==> src/rtl/gpio_shk_mc.sv <==
// GPIO-word to multi-channel valid/ready handshake bridge.
// Optional timeout watchdog: define GPIO_SHK_TIMEOUT_EN.
module gpio_shk_mc #(
  parameter int WD_GPIO = 64,
  parameter int WD_SYNC = 16,
  parameter int WD_DLAY = 15,
  parameter int WD_CSEL = 2,
  parameter int WD_TOUT = 16,
  localparam int NUM_CHAN = 2**WD_CSEL
) (
  input  logic                        s_sys_base_clock,
  input  logic                        s_sys_base_reset,
  input  logic [WD_GPIO-1:0]          s_gpio_shk_tri_o,
  output logic [WD_GPIO-1:0]          s_gpio_shk_tri_i,
  output logic [NUM_CHAN-1:0]         m_shk_ctrl_wvalid,
  output logic [WD_SYNC-1:0]          m_shk_ctrl_smosi,
  output logic [WD_DLAY-1:0]          m_shk_ctrl_dmosi,
  input  logic [NUM_CHAN-1:0]         m_shk_ctrl_wready,
  input  logic [NUM_CHAN*WD_SYNC-1:0] m_shk_ctrl_smiso,
  input  logic [NUM_CHAN*WD_DLAY-1:0] m_shk_ctrl_dmiso
);

  localparam int DB = WD_SYNC + 1;
  localparam int CB = WD_SYNC + WD_DLAY + 1;
  localparam int CW = CB + WD_CSEL;

  typedef enum logic {
    IDLE,
    VALID
  } state_t;

  state_t               state_q, state_d;
  logic [CW-1:0]        cmd_q;
  logic                 req_q, req_d;
  logic                 ack_q, ack_d;
  logic [WD_CSEL-1:0]   chan_q, chan_d;
  logic [WD_SYNC-1:0]   smosi_q, smosi_d;
  logic [WD_DLAY-1:0]   dmosi_q, dmosi_d;
  logic [WD_SYNC-1:0]   smiso_q, smiso_d;
  logic [WD_DLAY-1:0]   dmiso_q, dmiso_d;
  logic                 start;
  logic                 xfer;
  logic                 tout_hit;
  logic [WD_SYNC-1:0]   sel_smiso;
  logic [WD_DLAY-1:0]   sel_dmiso;
  logic                 unused_cmd;

  assign unused_cmd = ^s_gpio_shk_tri_o[WD_GPIO-1:CW];

  assign xfer = (state_q == VALID) & m_shk_ctrl_wready[chan_q];
  assign sel_smiso = m_shk_ctrl_smiso[chan_q*WD_SYNC +: WD_SYNC];
  assign sel_dmiso = m_shk_ctrl_dmiso[chan_q*WD_DLAY +: WD_DLAY];

`ifdef GPIO_SHK_TIMEOUT_EN
  logic [WD_TOUT-1:0] cnt_q, cnt_d;
  logic               tflag_q, tflag_d;

  // Fires on the VALID edge whose increment would reach all-ones.
  assign tout_hit = (state_q == VALID) & (&(cnt_q + 1'b1));

  always_comb begin
    cnt_d   = cnt_q;
    tflag_d = tflag_q;
    if (start) begin
      cnt_d   = '0;
      tflag_d = 1'b0;
    end else if (state_q == VALID) begin
      cnt_d = cnt_q + 1'b1;
      if (tout_hit && !xfer) begin
        tflag_d = 1'b1;
      end
    end
  end

  always_ff @(posedge s_sys_base_clock) begin
    if (s_sys_base_reset) begin
      cnt_q   <= '0;
      tflag_q <= 1'b0;
    end else begin
      cnt_q   <= cnt_d;
      tflag_q <= tflag_d;
    end
  end
`else
  localparam int unused_wd_tout = WD_TOUT;
  assign tout_hit = 1'b0;
`endif

  always_comb begin
    state_d = state_q;
    req_d   = req_q;
    ack_d   = ack_q;
    chan_d  = chan_q;
    smosi_d = smosi_q;
    dmosi_d = dmosi_q;
    smiso_d = smiso_q;
    dmiso_d = dmiso_q;
    start   = 1'b0;
    unique case (state_q)
      IDLE: begin
        if (cmd_q[0] != req_q) begin
          state_d = VALID;
          req_d   = cmd_q[0];
          smosi_d = cmd_q[1 +: WD_SYNC];
          dmosi_d = cmd_q[DB +: WD_DLAY];
          chan_d  = cmd_q[CB +: WD_CSEL];
          start   = 1'b1;
        end
      end
      VALID: begin
        // A transfer on the timeout edge wins.
        if (xfer) begin
          state_d = IDLE;
          ack_d   = req_q;
          smiso_d = sel_smiso;
          dmiso_d = sel_dmiso;
        end else if (tout_hit) begin
          state_d = IDLE;
          ack_d   = req_q;
          smiso_d = '0;
          dmiso_d = '0;
        end
      end
      default: state_d = IDLE;
    endcase
  end

  always_ff @(posedge s_sys_base_clock) begin
    if (s_sys_base_reset) begin
      state_q <= IDLE;
      cmd_q   <= '0;
      req_q   <= 1'b0;
      ack_q   <= 1'b0;
      chan_q  <= '0;
      smosi_q <= '0;
      dmosi_q <= '0;
      smiso_q <= '0;
      dmiso_q <= '0;
    end else begin
      state_q <= state_d;
      cmd_q   <= s_gpio_shk_tri_o[CW-1:0];
      req_q   <= req_d;
      ack_q   <= ack_d;
      chan_q  <= chan_d;
      smosi_q <= smosi_d;
      dmosi_q <= dmosi_d;
      smiso_q <= smiso_d;
      dmiso_q <= dmiso_d;
    end
  end

  always_comb begin
    for (int c = 0; c < NUM_CHAN; c++) begin
      m_shk_ctrl_wvalid[c] = (state_q == VALID) &&
                             (chan_q == WD_CSEL'(c));
    end
  end

  assign m_shk_ctrl_smosi = smosi_q;
  assign m_shk_ctrl_dmosi = dmosi_q;

  always_comb begin
    s_gpio_shk_tri_i                = '0;
    s_gpio_shk_tri_i[0]             = ack_q;
    s_gpio_shk_tri_i[1 +: WD_SYNC]  = smiso_q;
    s_gpio_shk_tri_i[DB +: WD_DLAY] = dmiso_q;
    s_gpio_shk_tri_i[CB]            = (state_q == VALID);
`ifdef GPIO_SHK_TIMEOUT_EN
    s_gpio_shk_tri_i[CB+1]          = tflag_q;
`endif
  end

endmodule

==> config.mk <==
export PLATFORM = sky130hd
export DESIGN_NAME = gpio_shk_mc
export DESIGN_NICKNAME = d
export VERILOG_FILES = /design/src/rtl/gpio_shk_mc.sv
export SDC_FILE = /design/constraint.sdc
export NUM_CORES = 1
export LEC_CHECK = 0
export ABC_AREA = 0
export CELL_PAD_IN_SITES_DETAIL_PLACEMENT = 2
export CELL_PAD_IN_SITES_GLOBAL_PLACEMENT = 2
export CORE_MARGIN = 2
export CORE_UTILIZATION = 21
export CTS_CLUSTER_SIZE = 12
export DETAILED_ROUTE_END_ITERATION = 10
export MAX_ROUTING_LAYER = met4
export PLACE_DENSITY = 0.92
export SLEW_MARGIN = 20
export SYNTH_ARGS = -nofsm -noshare
export SYNTH_HDL_FRONTEND = slang
export SYNTH_SLANG_ARGS = --single-unit
==> constraint.sdc <==
create_clock -name s_sys_base_clock -period 3.9 [get_ports s_sys_base_clock]
set_input_delay 1.17 -clock s_sys_base_clock [delete_from_list [all_inputs] [get_ports s_sys_base_clock]]
set_output_delay 1.17 -clock s_sys_base_clock [all_outputs]
set_load 0.01 [all_outputs]
==> results of run 1 <==
[worst max-delay path by stage]
stage | startpoint | endpoint | slack, ps
5_1_grt | chan_q[1] | m_shk_ctrl_wvalid[3] | 720
6_report | chan_q[1] | m_shk_ctrl_wvalid[3] | 830
3_3_place_gp | m_shk_ctrl_wready[3] | dmiso_q[13] | 930
2_1_floorplan | chan_q[0] | m_shk_ctrl_wvalid[1] | 1770
4_1_cts | chan_q[1] | m_shk_ctrl_wvalid[3] | 770
3_5_place_dp | m_shk_ctrl_wready[1] | smiso_q[0] | 820
[synth_stat cells]
| library cell | n |
|---|---|
| mux2i_1 | 35 |
| buf_2 | 8 |
| buf_8 | 3 |
| inv_1 | 1 |
| buf_4 | 33 |
| nor3_1 | 1 |
| nand2b_1 | 2 |
| dfxtp_1 | 101 |
| mux4_2 | 31 |
| nand2_1 | 67 |
| nor2_1 | 38 |
| buf_6 | 1 |
| a21oi_1 | 33 |
| conb_1 | 1 |
| xor2_1 | 1 |
| clkbuf_1 | 18 |
| nor2b_1 | 35 |
| o22ai_4 | 1 |
[worst max-delay path: stages (launching register included)]
cell	delay [ps]
dfxtp_1	520
nand2_1	250
nor2_1	210
clkdlybuf4s50_1	570
[routing by layer]
layer / up-vias / global-route usage (%)
met5: - / -
met4: 0 / 5.67
met2: 188 / 24.3
met3: 26 / 4.91
met1: 1782 / 14.9
li1: 1737 / -
[cells by family (layout without fill, tap and decap cells)]
group | count (synthesis) | count (layout) | share of synthesized area, %
DFF | 101 | 101 | 46.9
buffers and inverters | 64 | 253 | 9.63
muxes | 66 | 66 | 24.3
and+or+nand+nor | 143 | 143 | 14.6
xor gates and xnor gates | 1 | 1 | 0.203
other | 1 | 31 | 0.0869
AOI/OAI and AO/OA | 34 | 34 | 4.29
[cells in the final DEF (no fill, tap or decap), drive strengths merged]
cell           instances
clkdlybuf4s50        230
nor2b                 35
clkbuf                10
nand2                 67
nor3                   1
nand2b                 2
clkinvlp               1
buf                    6
inv                    2
mux2i                 35
o22ai                  1
a21oi                 33
nor2                  38
conb                  31
dfxtp                101
mux4                  31
bufinv                 2
clkinv                 2
xor2                   1
[state kept, by name, summed over array words and instances, names as in the netlist]
register          cells
m_shk_ctrl_dmosi     15
chan_q                2
smiso_q              16
ack_q                 1
dmiso_q              15
cmd_q                34
m_shk_ctrl_smosi     16
state_q               1
req_q                 1
[power groups by stage]
stage,clock [mW],sequential [mW],combinational [mW]
after floorplan,0,1.14,0.224
after global placement,0,1.13,0.478
after detailed placement,0,1.14,0.494
after CTS,1.01,1.11,0.497
after global routing,1.06,1.12,0.528
final,0.965,1.11,0.486
[final cells by class]
| class | instances | area [um^2] |
|---|---|---|
| fill | 2197 | 13100 |
| tap | 270 | 338 |
| sequential | 101 | 2020 |
| clock buffer | 10 | 229 |
| inverter | 1 | 3.75 |
| multi-input combinational | 275 | 1990 |
| clock inverter | 6 | 86.3 |
| timing repair buffer | 236 | 2360 |
==> summary.txt, run 1 <==
Clock tree
  • Post-CTS Hold Fix Bufs: 0
  • Postcts setup bufs: 0
  • Clock sink count: between 100 and 150
  • Cts bufs inserted: 9
  • H-tree depth: 3
  • CTS tree: built
  • Clock Latency Late Sink: around 350 ps
  • Worst-path clk slew: about 70 ps
  • Max clock buf depth: 2
  • PostCTS Resize Cnt: 0
  • Clk root buf: clkbuf_16

Place
  • Final RePlAce weighted congestion: approximately 0.76
  • IO Port Bufs: approximately 230
  • Detail Placement HPWL: roughly 12000 um
  • Pre-CTS WS: 825 ps
  • Dpl cell area: about 6700 um^2
  • Post-Place Cells: between 800 and 900

Finish
  • Layout Nets: about 820
  • Ant diodes: 0
  • Final Util: 34.9%
  • Synthesis-to-finish area growth: 63.0%
  • Final non-filler cell area: 7030 um^2
  • Non-Filler Instances: approximately 900
  • Share of cells above drive strength 1: 8.74%

Synthesis
  • Cell taking the most area after synthesis: dfxtp_1
  • Mapped Area: ~4300 um^2
  • Avg Cell Area, Syn: ~11 um^2
  • Share of the synthesized area in the top cell type: between 40% and 50%
  • Count of different cell masters after synthesis: 18
  • Post-Syn Instances: between 400 and 500
  • YS warnings: 0
  • Top cells by area, synth: dfxtp_1 (47%), mux4_2 (16%), mux2i_1 (8.1%), nand2_1 (5.8%), buf_4 (5.7%)
  • FF+latch count, synth: a little over 100
  • Register area share after synthesis: between 40% and 50%

Power and ir drop
  • Combinational share of power: between 10% and 20%
  • Clock network fraction of total power: between 30% and 40%
  • Sw power: 621 uW
  • Total chip power: 2.56 mW
  • VDD IR max: 0.191 mV
  • Flop pwr share: between 40% and 50%
  • Leak Pwr: around 2.5 nW
  • Internal power: 1.94 mW
  • Switch share: around a quarter
  • Power Density: ~360 nW/um^2

STA
  • Fmax: ~330 MHz
  • Count of pins over their slew limit: 0
  • Setup TNS: 0 ps
  • Setup Skew: 9.02 ps
  • WHS: approximately 440 ps
  • Final setup vio count: 0
  • Max transition margin: a little under a third
  • Final Hold Viols: 0
  • Period utilization: 78.7%
  • Final setup margin: 830 ps
  • Slew @ Worst Pin: between 1000 and 1500 ps
  • Min Clock Period, post-route: between 3000 and 4000 ps
  • RSZ-0062 raised after global routing: no

Setup path
  • Worst Setup End Kind: output pin
  • Crit path kind: reg2out
  • R2r startpoint: chan_q[0]
  • Critical path startpoint category: flop
  • Worst EP arrival: 1900 ps
  • R2r endpoint: smiso_q[0]
  • Worst R2R Path Depth: 6
  • Worst R2R Setup Slack: 1420 ps
  • Required time of the critical path: roughly 2700 ps
  • Crit Path Max Fanout: 8

Floorplan
  • Initial Util: around a fifth
  • Die X: 147 um
  • Row Count: 52
  • DIE AREA: 21700 um^2
  • Ports: 293
  • Core Box Area: a little over 20000 um^2
  • Die span in y: roughly 150 um

Route
  • Routed wire per std cell: 16.8 um
  • Final ANT Viol Nets: 0
  • Top routing layer used: met4
  • DRT met1 WL: about 5700 um
  • Remaining DRCs: 0
  • Vias/cell: roughly 4.2
  • Via Count: 3733
  • WL final: 15100 um
  • Met2 routed wirelength: 7540 um
  • WL met3: about 1400 um
  • Initial DRT Pass Iterations: 4
  • DRT iter0 DRCs: 66

Hold path
  • Worst Hold Launch: cmd_q[32]
  • Hold path cells: 2
  • Hold Path End: chan_q[0]
  • Min-Delay Path Class: reg2reg

Global routing
  • Grt ovf: 0
  • GR Util All Layers: 14.1%
  • Global-route wire length before repair: 22900 um
  • Number of global-route vias before repair: slightly above 4000
  • Pin count of the biggest net entering global routing: roughly 100
  • Antenna violations before repair: 0

Status
  • Status: completed

Run
  • Max Cap Violations: 0
No activity file was read; power rests on OpenSTA's default activity.
==> run 2, diff against run 1 <==
CORE_UTILIZATION = 18   (was 21)
PLACE_DENSITY = 0.84   (was 0.92)
clock period = 2.73 ns   (was 3.9 ns; I/O delays follow)
==> summary.txt, run 2 (synthesized netlist as in run 1, its figures left out) <==
Status
  • Status: completed (unchanged)

Finish
  • Top reg by flops: cmd_q (unchanged)
  • Most common cell after layout, fill and taps aside: clkdlybuf4s50_1 (unchanged)
  • Share of cells above drive strength 1: 9.18% (was 8.74%)
  • Synthesis-to-finish area growth: 64.7% (was 63.0%)
  • Most frequent cells in the layout: clkdlybuf4s50_1 (230), dfxtp_1 (100), nand2_1 (67), nor2_1 (38), mux2i_1 (35) (unchanged)
  • Layout Nets: 822 (was 818)
  • Max reg flops: 34 (unchanged)
  • Fillcell total: 2592 (was 2197)

STA
  • Setup Skew: 7.24 ps (was 9.02 ps)
  • Period utilization: between 90% and 100%
  • Fmax: 394 MHz
  • Min Clock Period, post-route: 2540 ps
  • RSZ-0062 raised after global routing: no (unchanged)
  • Final Hold Viols: 0 (unchanged)
  • Final setup vio count: 0 (unchanged)
  • WHS: 437 ps (was 436 ps)
  • Setup TNS: 0 ps (unchanged)
  • Count of pins over their slew limit: 0 (unchanged)

Global routing
  • Global-route wire length before repair: 24200 um (was 22900 um)
  • Number of global-route vias before repair: 4147 (was 4132)
  • Antenna violations before repair: 1 (was 0)
  • Pin count of the biggest net entering global routing: 44 (was 102)
  • GR Util All Layers: 12.6% (was 14.1%)
  • Grt ovf: 0 (unchanged)

Setup path
  • Crit path kind: reg2out (unchanged)
  • Critical path origin: state_q (was chan_q[1])
  • Worst R2R Path Depth: 4 (was 6)
  • R2r endpoint: dmiso_q[13] (was smiso_q[0])
  • Worst EP arrival: 1720 ps (was 1900 ps)
  • Required time of the critical path: 1910 ps (was 2730 ps)
  • Worst Setup End Kind: output pin (unchanged)
  • Worst R2R Setup Slack: 830 ps (was 1420 ps)
  • R2r startpoint: chan_q[0] (unchanged)
  • Worst setup path end: m_shk_ctrl_wvalid[2] (was m_shk_ctrl_wvalid[3])
  • Critical path startpoint category: flop (unchanged)
  • Crit Path Max Fanout: 7 (was 8)

Floorplan
  • Die span in y: 159 um (was 147 um)
  • Core Box Area: 23500 um^2 (was 20200 um^2)
  • Die X: 159 um (was 147 um)
  • DIE AREA: 25200 um^2 (was 21700 um^2)
  • Initial Util: 18.4% (was 21.4%)
  • Ports: 293 (unchanged)
  • Row Count: 56 (was 52)

Hold path
  • Min-Delay Path Class: reg2reg (unchanged)

Power and ir drop
  • Power Density: 496 nW/um^2 (was 365 nW/um^2)
  • VDD IR max: 0.243 mV (was 0.191 mV)
  • Leak Pwr: 2.47 nW (was 2.46 nW)

Clock tree
  • Clock sink count: 101 (unchanged)
  • Post-CTS Hold Fix Bufs: 0 (unchanged)
  • CTS tree: built (unchanged)
  • Postcts setup bufs: 0 (unchanged)
  • Clk root buf: clkbuf_16 (unchanged)
  • Worst-path clk slew: 70 ps (about the same)
  • Clock Latency Late Sink: 340 ps (was 350 ps)
  • Cts bufs inserted: 9 (unchanged)
  • PostCTS Resize Cnt: 0 (unchanged)
  • Max clock buf depth: 2 (unchanged)
  • H-tree depth: 3 (unchanged)

Route
  • Initial DRT Pass Iterations: 4 (unchanged)
  • Remaining DRCs: 0 (unchanged)
  • Vias/cell: 3.93 (was 4.15)
  • Final ANT Viol Nets: 0 (unchanged)
  • Via Count: 3739 (was 3733)
  • WL final: 15300 um (was 15100 um)
  • DRT iter0 DRCs: 125 (was 66)
  • Routed wire per std cell: 16.1 um (was 16.8 um)

Run
  • Max Cap Violations: 0 (unchanged)

Place
  • Detail Placement HPWL: 11600 um (about the same)
  • IO Port Bufs: 231 (unchanged)
  • Final RePlAce weighted congestion: 0.860 (was 0.757)
==> run 2: cell types whose count changed in the layout (fill, tap and decap cells not counted) <==
cell,change
buf_12,+1
clkinv_2,-1
bufinv_16,-2
nor2b_4,+1
buf_4,+3
diode_2,+1
clkinv_4,+1
nor2b_2,-1
inv_6,-1
clkbuf_8,+2
==> run 2: layer usage <==
layer  track usage, %  part of all wire (%)  wire length, um
met1             13.4                    40             6160
met2             21.7                    49             7570
met3             5.28                   9.3             1430
met4             2.79                  0.95              145
met5                -                     0                0
==> run 2: where the power goes <==
part           switching (mW)  internal, mW  total, mW
clock network           0.569         0.665       1.23
logic                   0.272         0.427      0.700
registers              0.0398          1.55       1.59
total                   0.881          2.64       3.52
==> run 2: worst min path at each step <==
stage                     startpoint                    to  cells after the start
final                       cmd_q[3]   m_shk_ctrl_smosi[2]                      2
after global routing        cmd_q[1]   m_shk_ctrl_smosi[0]                      2
after CTS                  cmd_q[30]  m_shk_ctrl_dmosi[13]                      2
after detailed placement   cmd_q[11]  m_shk_ctrl_smosi[10]                      2
after global placement     cmd_q[32]             chan_q[0]                      2
after floorplan            cmd_q[17]   m_shk_ctrl_dmosi[0]                      2
==> run 2: worst max-delay path, cell delays in order, from the launching register on <==
cell             delay, ps
dfxtp_1                490
nand2_1                190
nor2_1                 120
clkdlybuf4s50_1        580
==> run 2: stage by stage <==
step	setup slack, ps	total power [mW]	util, %	instances	area (um^2)
2_1_floorplan	950	1.95	-	440	4430
3_3_place_gp	326	2.32	29.1	936	6830
3_5_place_dp	269	2.34	29.1	936	6830
4_1_cts	137	3.63	30.3	951	7100
6_report	190	3.52	30.3	952	7110
5_1_grt	44.3	3.75	30.3	952	7110
==> run 2: final cells by class <==
type	count	area (um^2)	share of cell area, %
clock inverters	3	21.3	0.299
multi-input cells	275	2000	28.1
flip-flops and latches	101	2020	28.5
repair buffers	240	2400	33.8
diodes	1	2.50	0.0352
clock buffers	12	256	3.61
inverters	1	3.75	0.0528
well taps	319	399	5.62
==> run 3, diff against run 2 <==
ABC_AREA = not set   (was 0)
==> results of run 3 <==
Final layout, timing and power as in run 2 (identical DEF).
